===== src/rtl/io_po_cko_cfg_mem_if.sv =====
// rtl/io_po_cko_cfg_mem_if.sv - serial config chain and live config bus for the po_cko pad tile
interface io_po_cko_cfg_mem_if #(
    parameter int MEM_WIDTH = 8
);
    logic                 ccff_head;
    logic                 shift_en;
    logic                 update_en;
    logic                 readback_en;
    logic                 ccff_tail;
    logic [MEM_WIDTH-1:0] mem_out;
    logic [MEM_WIDTH-1:0] mem_outb;
    logic                 cfg_valid;
    logic                 length_err;
    logic                 parity_err;

    modport master (
        output ccff_head,
        output shift_en,
        output update_en,
        output readback_en,
        input  ccff_tail,
        input  mem_out,
        input  mem_outb,
        input  cfg_valid,
        input  length_err,
        input  parity_err
    );

    modport slave (
        input  ccff_head,
        input  shift_en,
        input  update_en,
        input  readback_en,
        output ccff_tail,
        output mem_out,
        output mem_outb,
        output cfg_valid,
        output length_err,
        output parity_err
    );
endinterface


===== src/rtl/io_po_cko_cfg_mem.sv =====
// rtl/io_po_cko_cfg_mem.sv - parity-checked config shift chain with shadowed live outputs for po_cko
module io_po_cko_cfg_mem #(
    parameter int MEM_WIDTH = 8,
    parameter int CNT_W     = 4
) (
    input  logic                     prog_clk,
    input  logic                     prog_reset_n,
    io_po_cko_cfg_mem_if.slave       cfg
);

    typedef enum logic [1:0] {
        IDLE     = 2'd0,
        SHIFTING = 2'd1,
        ARMED    = 2'd2,
        OVERRUN  = 2'd3
    } state_t;

    localparam logic [CNT_W-1:0] FRAME_LEN = CNT_W'(MEM_WIDTH + 1);
    localparam logic [CNT_W-1:0] CNT_MAX   = '1;

    // sreg[MEM_WIDTH] is the parity field and also the chain tail
    logic [MEM_WIDTH:0]   sreg,         sreg_nxt;
    logic [MEM_WIDTH-1:0] shadow,       shadow_nxt;
    logic [MEM_WIDTH-1:0] shadow_b;
    logic [CNT_W-1:0]     cnt,          cnt_nxt;
    state_t               state,        state_nxt;
    logic                 cfg_valid_q,  cfg_valid_nxt;
    logic                 length_err_q, length_err_nxt;
    logic                 parity_err_q, parity_err_nxt;
    logic                 parity_ok;

    assign parity_ok = (sreg[MEM_WIDTH] == ^sreg[MEM_WIDTH-1:0]);

    always_ff @(posedge prog_clk or negedge prog_reset_n) begin
        if (!prog_reset_n) begin
            sreg         <= '0;
            shadow       <= '0;
            shadow_b     <= '1;
            cnt          <= '0;
            state        <= IDLE;
            cfg_valid_q  <= 1'b0;
            length_err_q <= 1'b0;
            parity_err_q <= 1'b0;
        end else begin
            sreg         <= sreg_nxt;
            shadow       <= shadow_nxt;
            shadow_b     <= ~shadow_nxt;
            cnt          <= cnt_nxt;
            state        <= state_nxt;
            cfg_valid_q  <= cfg_valid_nxt;
            length_err_q <= length_err_nxt;
            parity_err_q <= parity_err_nxt;
        end
    end

    // Commands are mutually exclusive by priority: update, then readback, then shift.
    always_comb begin
        sreg_nxt       = sreg;
        shadow_nxt     = shadow;
        cnt_nxt        = cnt;
        cfg_valid_nxt  = cfg_valid_q;
        length_err_nxt = length_err_q;
        parity_err_nxt = parity_err_q;

        if (cfg.update_en) begin
            cnt_nxt = '0;
            if (state == ARMED && parity_ok) begin
                shadow_nxt     = sreg[MEM_WIDTH-1:0];
                cfg_valid_nxt  = 1'b1;
                length_err_nxt = 1'b0;
                parity_err_nxt = 1'b0;
            end else if (state != ARMED) begin
                length_err_nxt = 1'b1;
            end else begin
                parity_err_nxt = 1'b1;
            end
        end else if (cfg.readback_en) begin
            sreg_nxt = {^shadow, shadow};
            cnt_nxt  = '0;
        end else if (cfg.shift_en) begin
            sreg_nxt = {sreg[MEM_WIDTH-1:0], cfg.ccff_head};
            cnt_nxt  = (cnt == CNT_MAX) ? cnt : cnt + 1'b1;
        end
    end

    // State tracks the bit count so ARMED is a single registered decode at update time.
    always_comb begin
        state_nxt = state;
        if (cnt_nxt == '0) begin
            state_nxt = IDLE;
        end else if (cnt_nxt < FRAME_LEN) begin
            state_nxt = SHIFTING;
        end else if (cnt_nxt == FRAME_LEN) begin
            state_nxt = ARMED;
        end else begin
            state_nxt = OVERRUN;
        end
    end

    assign cfg.ccff_tail  = sreg[MEM_WIDTH];
    assign cfg.mem_out    = shadow;
    assign cfg.mem_outb   = shadow_b;
    assign cfg.cfg_valid  = cfg_valid_q;
    assign cfg.length_err = length_err_q;
    assign cfg.parity_err = parity_err_q;

endmodule

===== src/flat_wrapper.sv =====
// flat-port wrapper written by rule: the top's interface ports become plain ports
module io_po_cko_cfg_mem_flat 
#(
    parameter int MEM_WIDTH = 8,
    parameter int CNT_W     = 4
)
  (prog_clk, prog_reset_n, cfg_ccff_head, cfg_shift_en, cfg_update_en, cfg_readback_en, cfg_ccff_tail, cfg_mem_out, cfg_mem_outb, cfg_cfg_valid, cfg_length_err, cfg_parity_err);
  io_po_cko_cfg_mem_if #(.MEM_WIDTH(MEM_WIDTH)) cfg_i ();
  input  logic prog_clk;
  input  logic prog_reset_n;
  input wire logic [$bits(cfg_i.ccff_head)-1:0] cfg_ccff_head;
  input wire logic [$bits(cfg_i.shift_en)-1:0] cfg_shift_en;
  input wire logic [$bits(cfg_i.update_en)-1:0] cfg_update_en;
  input wire logic [$bits(cfg_i.readback_en)-1:0] cfg_readback_en;
  output wire logic [$bits(cfg_i.ccff_tail)-1:0] cfg_ccff_tail;
  output wire logic [$bits(cfg_i.mem_out)-1:0] cfg_mem_out;
  output wire logic [$bits(cfg_i.mem_outb)-1:0] cfg_mem_outb;
  output wire logic [$bits(cfg_i.cfg_valid)-1:0] cfg_cfg_valid;
  output wire logic [$bits(cfg_i.length_err)-1:0] cfg_length_err;
  output wire logic [$bits(cfg_i.parity_err)-1:0] cfg_parity_err;
  assign cfg_i.ccff_head = cfg_ccff_head;
  assign cfg_i.shift_en = cfg_shift_en;
  assign cfg_i.update_en = cfg_update_en;
  assign cfg_i.readback_en = cfg_readback_en;
  assign cfg_ccff_tail = cfg_i.ccff_tail;
  assign cfg_mem_out = cfg_i.mem_out;
  assign cfg_mem_outb = cfg_i.mem_outb;
  assign cfg_cfg_valid = cfg_i.cfg_valid;
  assign cfg_length_err = cfg_i.length_err;
  assign cfg_parity_err = cfg_i.parity_err;
  io_po_cko_cfg_mem #(.MEM_WIDTH(MEM_WIDTH), .CNT_W(CNT_W)) u_core (.prog_clk(prog_clk), .prog_reset_n(prog_reset_n), .cfg(cfg_i));
endmodule

===== config.mk =====
export PLATFORM = sky130hd
export DESIGN_NAME = io_po_cko_cfg_mem_flat
export DESIGN_NICKNAME = d
export VERILOG_FILES = /design/src/rtl/io_po_cko_cfg_mem_if.sv /design/src/rtl/io_po_cko_cfg_mem.sv /design/src/flat_wrapper.sv
export SDC_FILE = /design/constraint.sdc
export NUM_CORES = 1
export LEC_CHECK = 0
export CORE_ASPECT_RATIO = 1.75
export CORE_MARGIN = 2
export CORE_UTILIZATION = 30
export DETAILED_ROUTE_END_ITERATION = 6
export PLACE_DENSITY = 0.47
export SETUP_SLACK_MARGIN = 0.2
export SYNTH_ARGS = -nofsm -noshare
export SYNTH_HDL_FRONTEND = slang
export SYNTH_SLANG_ARGS = --single-unit
export TNS_END_PERCENT = 30

===== constraint.sdc =====
create_clock -name prog_clk -period 3.6 [get_ports prog_clk]
set_input_delay 0.72 -clock prog_clk [delete_from_list [all_inputs] [get_ports prog_clk]]
set_output_delay 0.72 -clock prog_clk [all_outputs]
set_load 0.02 [all_outputs]

# Yosys cells after proc, flatten, opt, wreduce, memory -nomap -nowiden

Cells that the tools add are included.

Shift operators: 0
Equality and inequality tests: 6
$lt $le $gt $ge: 1
$add $sub $neg: 1
$mul: 0
Bitwise operators: 2
Mux-type cells: 15
Div/mod/pow operators: 0
Reduce and logical (&&, ||, !) cells: 10

Operator list:

| operator              | count |
|---|---|
| $mux W9               | 2 |
| $mux W4               | 4 |
| $mux W8               | 2 |
| $reduce_xor A8 Y1     | 2 |
| $eq A4 B4 Y1 const B  | 2 |
| $not A8 Y8            | 1 |
| $reduce_and A2 Y1     | 4 |
| $mux W1               | 5 |
| $add A4 B1 Y4 const B | 1 |
| $logic_not A4 Y1      | 1 |
| $lt A4 B4 Y1 const B  | 1 |
| $mux W2               | 2 |
| $reduce_bool A2 Y1    | 2 |
| $eq A2 B2 Y1 const B  | 1 |
| $ne A2 B1 Y1 const B  | 1 |
| $ne A2 B2 Y1 const B  | 1 |
| $eq A1 B1 Y1          | 1 |
| $logic_and A1 B1 Y1   | 1 |
| $not A1 Y1            | 1 |

Latch bits: 0
Output and inout bits: 20
Bits in writable memories: 0
Bits in registers: 34
Bits of input ports: 6
Memories: 0
Word-level logic and storage cells: 43
ROM bits: 0

# Depth between registers and ports, before layout

Depth after elaboration: 9
Gate-level depth with buffers: 7
Gate-level depth less buffers: 6

# Worst setup path after synthesis

OpenSTA, ideal clock, no wires.

Kind: input -> register
Start: input port cfg_readback_en
End: register u_core.sreg[7]
Library setup time: 136 ps
Arrival time: 1767 ps
Stages: 4
Slack: 1697 ps
Buffers on the path: 2
Data required time: 3464 ps
Cells stage by stage: clkbuf_1 o21bai_1 clkbuf_1 o21ai_0

Cells in the longest elaborated chain, start to end: 2
Elaborated cells between the ends (all ways): 3
Classes of those cells: 1 x mux; 2 x reduce/logical

RTL lines:

| what                                | line                    | RTL |
|---|---|---|
| from (decl)                         | flat_wrapper.sv:14      | `input wire logic [$bits(cfg_i.readback_en)-1:0] cfg_readback_en;` |
| $reduce_bool A2 Y1 (no source line) | -                       |  |
| $reduce_and A2 Y1 (no source line)  | -                       |  |
| to (signal assigned)                | io_po_cko_cfg_mem.sv:45 | `sreg <= sreg_nxt;` |
| to (decl)                           | io_po_cko_cfg_mem.sv:22 | `logic [MEM_WIDTH:0] sreg, sreg_nxt;` |

Parallel ways exist; a longest one is shown, timed or not.
A chain may end at the register's enable or synchronous reset.

# Worst setup path in the final report

Start: register u_core.sreg[6]
End: register u_core.shadow[3] (netlist: u_core.cfg.mem_out[3])

Cells in the longest elaborated chain, start to end: 5

RTL lines:

| what                           | line                    | RTL |
|---|---|---|
| $reduce_xor A8 Y1              | io_po_cko_cfg_mem.sv:32 | `assign parity_ok = (sreg[MEM_WIDTH] == ^sreg[MEM_WIDTH-1:0]);` |
| $eq A1 B1 Y1                   | io_po_cko_cfg_mem.sv:32 |  |
| $logic_and A1 B1 Y1            | io_po_cko_cfg_mem.sv:67 | `if (state == ARMED && parity_ok) begin` |
| $mux W8                        | io_po_cko_cfg_mem.sv:67 |  |
| $mux W8                        | io_po_cko_cfg_mem.sv:65 | `if (cfg.update_en) begin` |
| named net u_core.shadow_nxt[3] | io_po_cko_cfg_mem.sv:23 | `logic [MEM_WIDTH-1:0] shadow, shadow_nxt;` |
| to (signal assigned)           | io_po_cko_cfg_mem.sv:46 | `shadow <= shadow_nxt;` |
| to (decl)                      | io_po_cko_cfg_mem.sv:23 |  |

The timed path passes the listed nets, and every way through them passes these cells.

==> flow_summary.json <==
{
  "outcome": "finished, violations left",
  "failed_checks": "design-rule violations",
  "portBuffers": 25,
  "dp.cells": 202,
  "synth_top_cell_by_area": "dfrtp_1",
  "die_w_um": 58.7,
  "synth_edf_count": 0,
  "ys_seq_area_frac": 0.549,
  "rows": 34,
  "cp.arrival_ps": 2630,
  "cts_resized": 0,
  "grt_overflow": 0,
  "synthTopCellsByCount": "26 x dfrtp_1, 17 x mux2i_1, 12 x nand2_1, 11 x xnor2_1, 10 x o21ai_0",
  "hold_slack_ps": 467,
  "end_kind": "register",
  "nNetsFinal": 162,
  "groute.usage.overall": 0.117,
  "finClkSkew_ps": 4.57,
  "fin_cells": 209,
  "ys_warn_count": 0,
  "vias_per_cell": 4.83,
  "grt_pass1_vias": 1086,
  "h-tree-depth": 2,
  "finalPower_mw": 0.701,
  "die_area_um2": 5850,
  "ant_nets": 0,
  "path_class": "register to register",
  "totalWireLength_um": 3060,
  "finalSetupViolations": 0,
  "cts_tree": "yes",
  "core-area_um2": 5020,
  "antennaDiodeCount": 0,
  "ctsHoldBuffers": 0,
  "fin_ws_ps": 1130,
  "ir_drop_uv": 204,
  "drv_slew": 0,
  "numCtsBuffers": 5,
  "ios": 26,
  "first_pass_iters": 6,
  "synthDistinctLibCells": 27,
  "yosysMostFrequentCell": "dfrtp_1",
  "start_util": 0.313,
  "grt_pass1_wl_um": 5110,
  "fmax_mhz": 405,
  "ys_seq_elements": 34,
  "pre_cts_ws_ps": 937,
  "cp.buffers_inverters": 0,
  "async_flop_share": 1.00,
  "crit_path_cell_trace": "xor2_1, xnor3_1, xnor2_1, nand2b_1, mux2_2",
  "wl_per_cell_um": 14.6,
  "startpoint_type": "register",
  "critPathMaxStageDelay_ps": 560,
  "final.min_clock_period_ps": 2470,
  "drt-initial-drc-count": 11,
  "cts_buffer_depth": 2,
  "netlist_top_cells_area": "dfrtp_1 41%, dfstp_2 13%, mux2i_1 11%",
  "vias": 1009,
  "maxCapViolCount": 0,
  "grt_max_degree": 35,
  "p_leak_nw": 0.907,
  "post_cts_buffers": 0,
  "cts_num_sinks": 34,
  "hold_violations": 0,
  "clk_pin_slew_ps": 60,
  "synth_area_um2": 1570,
  "required_ps": 3760,
  "tightest_slew_ps": 975,
  "synthCells": 126,
  "gp_congestion": 0.690,
  "area_growth_pct": 23.4,
  "antenna_found_initial": 0,
  "synth_nets": 133,
  "dp.final_hpwl_um": 2170,
  "cts_root_buf": "clkbuf_8",
  "critical_path.max_fanout": 18,
  "slew-limit-headroom": 0.350,
  "hp-class": "register to register",
  "clk_latency_ps": 280,
  "rsz0062_at_grt": "no",
  "fin_crit_sh": 0.686,
  "syn_area_per_cell_um2": 12.5,
  "critPathSlowestCell": "nand2b_1",
  "yosysTopAreaCellShare": 0.415,
  "drc": 1,
  "ys.flop_type": "dfrtp_1",
  "final_layout_size_suffix_gt1_frac": 0.161,
  "path_delay_family": "XOR/XNOR gates",
  "finalSetupTns_ps": 0,
  "die_h_um": 99.7,
  "power.density_nw_per_um2": 362
}
[cell usage in the layout (no fill, tap or decap), drive strengths merged, types with 2 or more instances in the layout]
| cell type | instances |
|---|---|
| a21oi | 4 |
| clkbuf | 7 |
| clkdlybuf4s50 | 25 |
| nand2 | 12 |
| mux2 | 9 |
| buf | 2 |
| dfstp | 8 |
| mux2i | 17 |
| o21ai | 10 |
| xnor2 | 11 |
| nor2 | 4 |
| dfrtp | 26 |
| xor2 | 4 |
| nand2b | 2 |
| nand3 | 2 |
[through the flow]
step / area [um^2] / utilization
after floorplan: 1570 / -
after global placement: 1860 / 0.370
after detailed placement: 1860 / 0.370
after CTS: 1940 / 0.386
after global routing: 1940 / 0.386
final: 1940 / 0.386
[worst register-to-register path: cells and delay by family, from the launching register on]
family                    cells  cell delay [ps]
DFF                           1              430
muxes                         1              490
and+or+nand+nor               1              560
xor gates and xnor gates      3              880
[sequential cells by signal, summed over array words and instances, names as in the netlist]
signal,cells
u_core.cnt,4
u_core.cfg.length_err,1
u_core.cfg.mem_out,8
u_core.cfg.mem_outb,8
u_core.sreg,9
u_core.cfg.parity_err,1
u_core.state,2
u_core.cfg.cfg_valid,1
[power by group]
group / total, mW / switching [mW] / internal, mW
Sequential: 0.394 / 0.00645 / 0.388
Combinational: 0.0516 / 0.0281 / 0.0234
Clock: 0.255 / 0.122 / 0.133
[layer usage]
metal / GRT usage / part of all wire / routed length (um) / vias up
met5: 0 / 0 / 0 / -
met4: 0.0524 / 0.015 / 46 / 0
met3: 0.0299 / 0.039 / 120 / 4
met2: 0.220 / 0.58 / 1780 / 20
met1: 0.113 / 0.36 / 1110 / 497
li1: - / - / - / 488
[path summary, 6_finish.rpt]
kind                                      start                     end  slack [ps]  depth (start not counted)
max                              u_core.sreg[6]   u_core.cfg.mem_out[3]        1130                          5
min                        u_core.cfg.cfg_valid    u_core.cfg.cfg_valid         470                          1
max reg2reg                      u_core.sreg[6]   u_core.cfg.mem_out[3]        1130                          5
min reg2reg                u_core.cfg.cfg_valid    u_core.cfg.cfg_valid         470                          1
max in group asynchronous          prog_reset_n  u_core.cfg.mem_outb[5]        2410                          2
min in group asynchronous          prog_reset_n          u_core.sreg[0]         850                          2
[area by class of cell]
cell class | count | area, um^2
Tap cell | 54 | 67.6
Fill cell | 508 | 3080
Multi-Input combinational cell | 87 | 666
Timing Repair Buffer | 27 | 265
Sequential cell | 34 | 861
Clock buffer | 7 | 76.3
[logic make-up (layout without fill, tap and decap cells)]
group / after synthesis / after routing / synth area share
flops: 34 / 34 / 0.549
mux: 26 / 26 / 0.173
fa+ha+maj: 1 / 1 / 0.00797
xor+xnor: 16 / 16 / 0.0981
compound gates: 19 / 19 / 0.0710
simple gates: 25 / 25 / 0.0742
buf+inv: 5 / 34 / 0.0271
No activity file was read; power rests on OpenSTA's default activity.
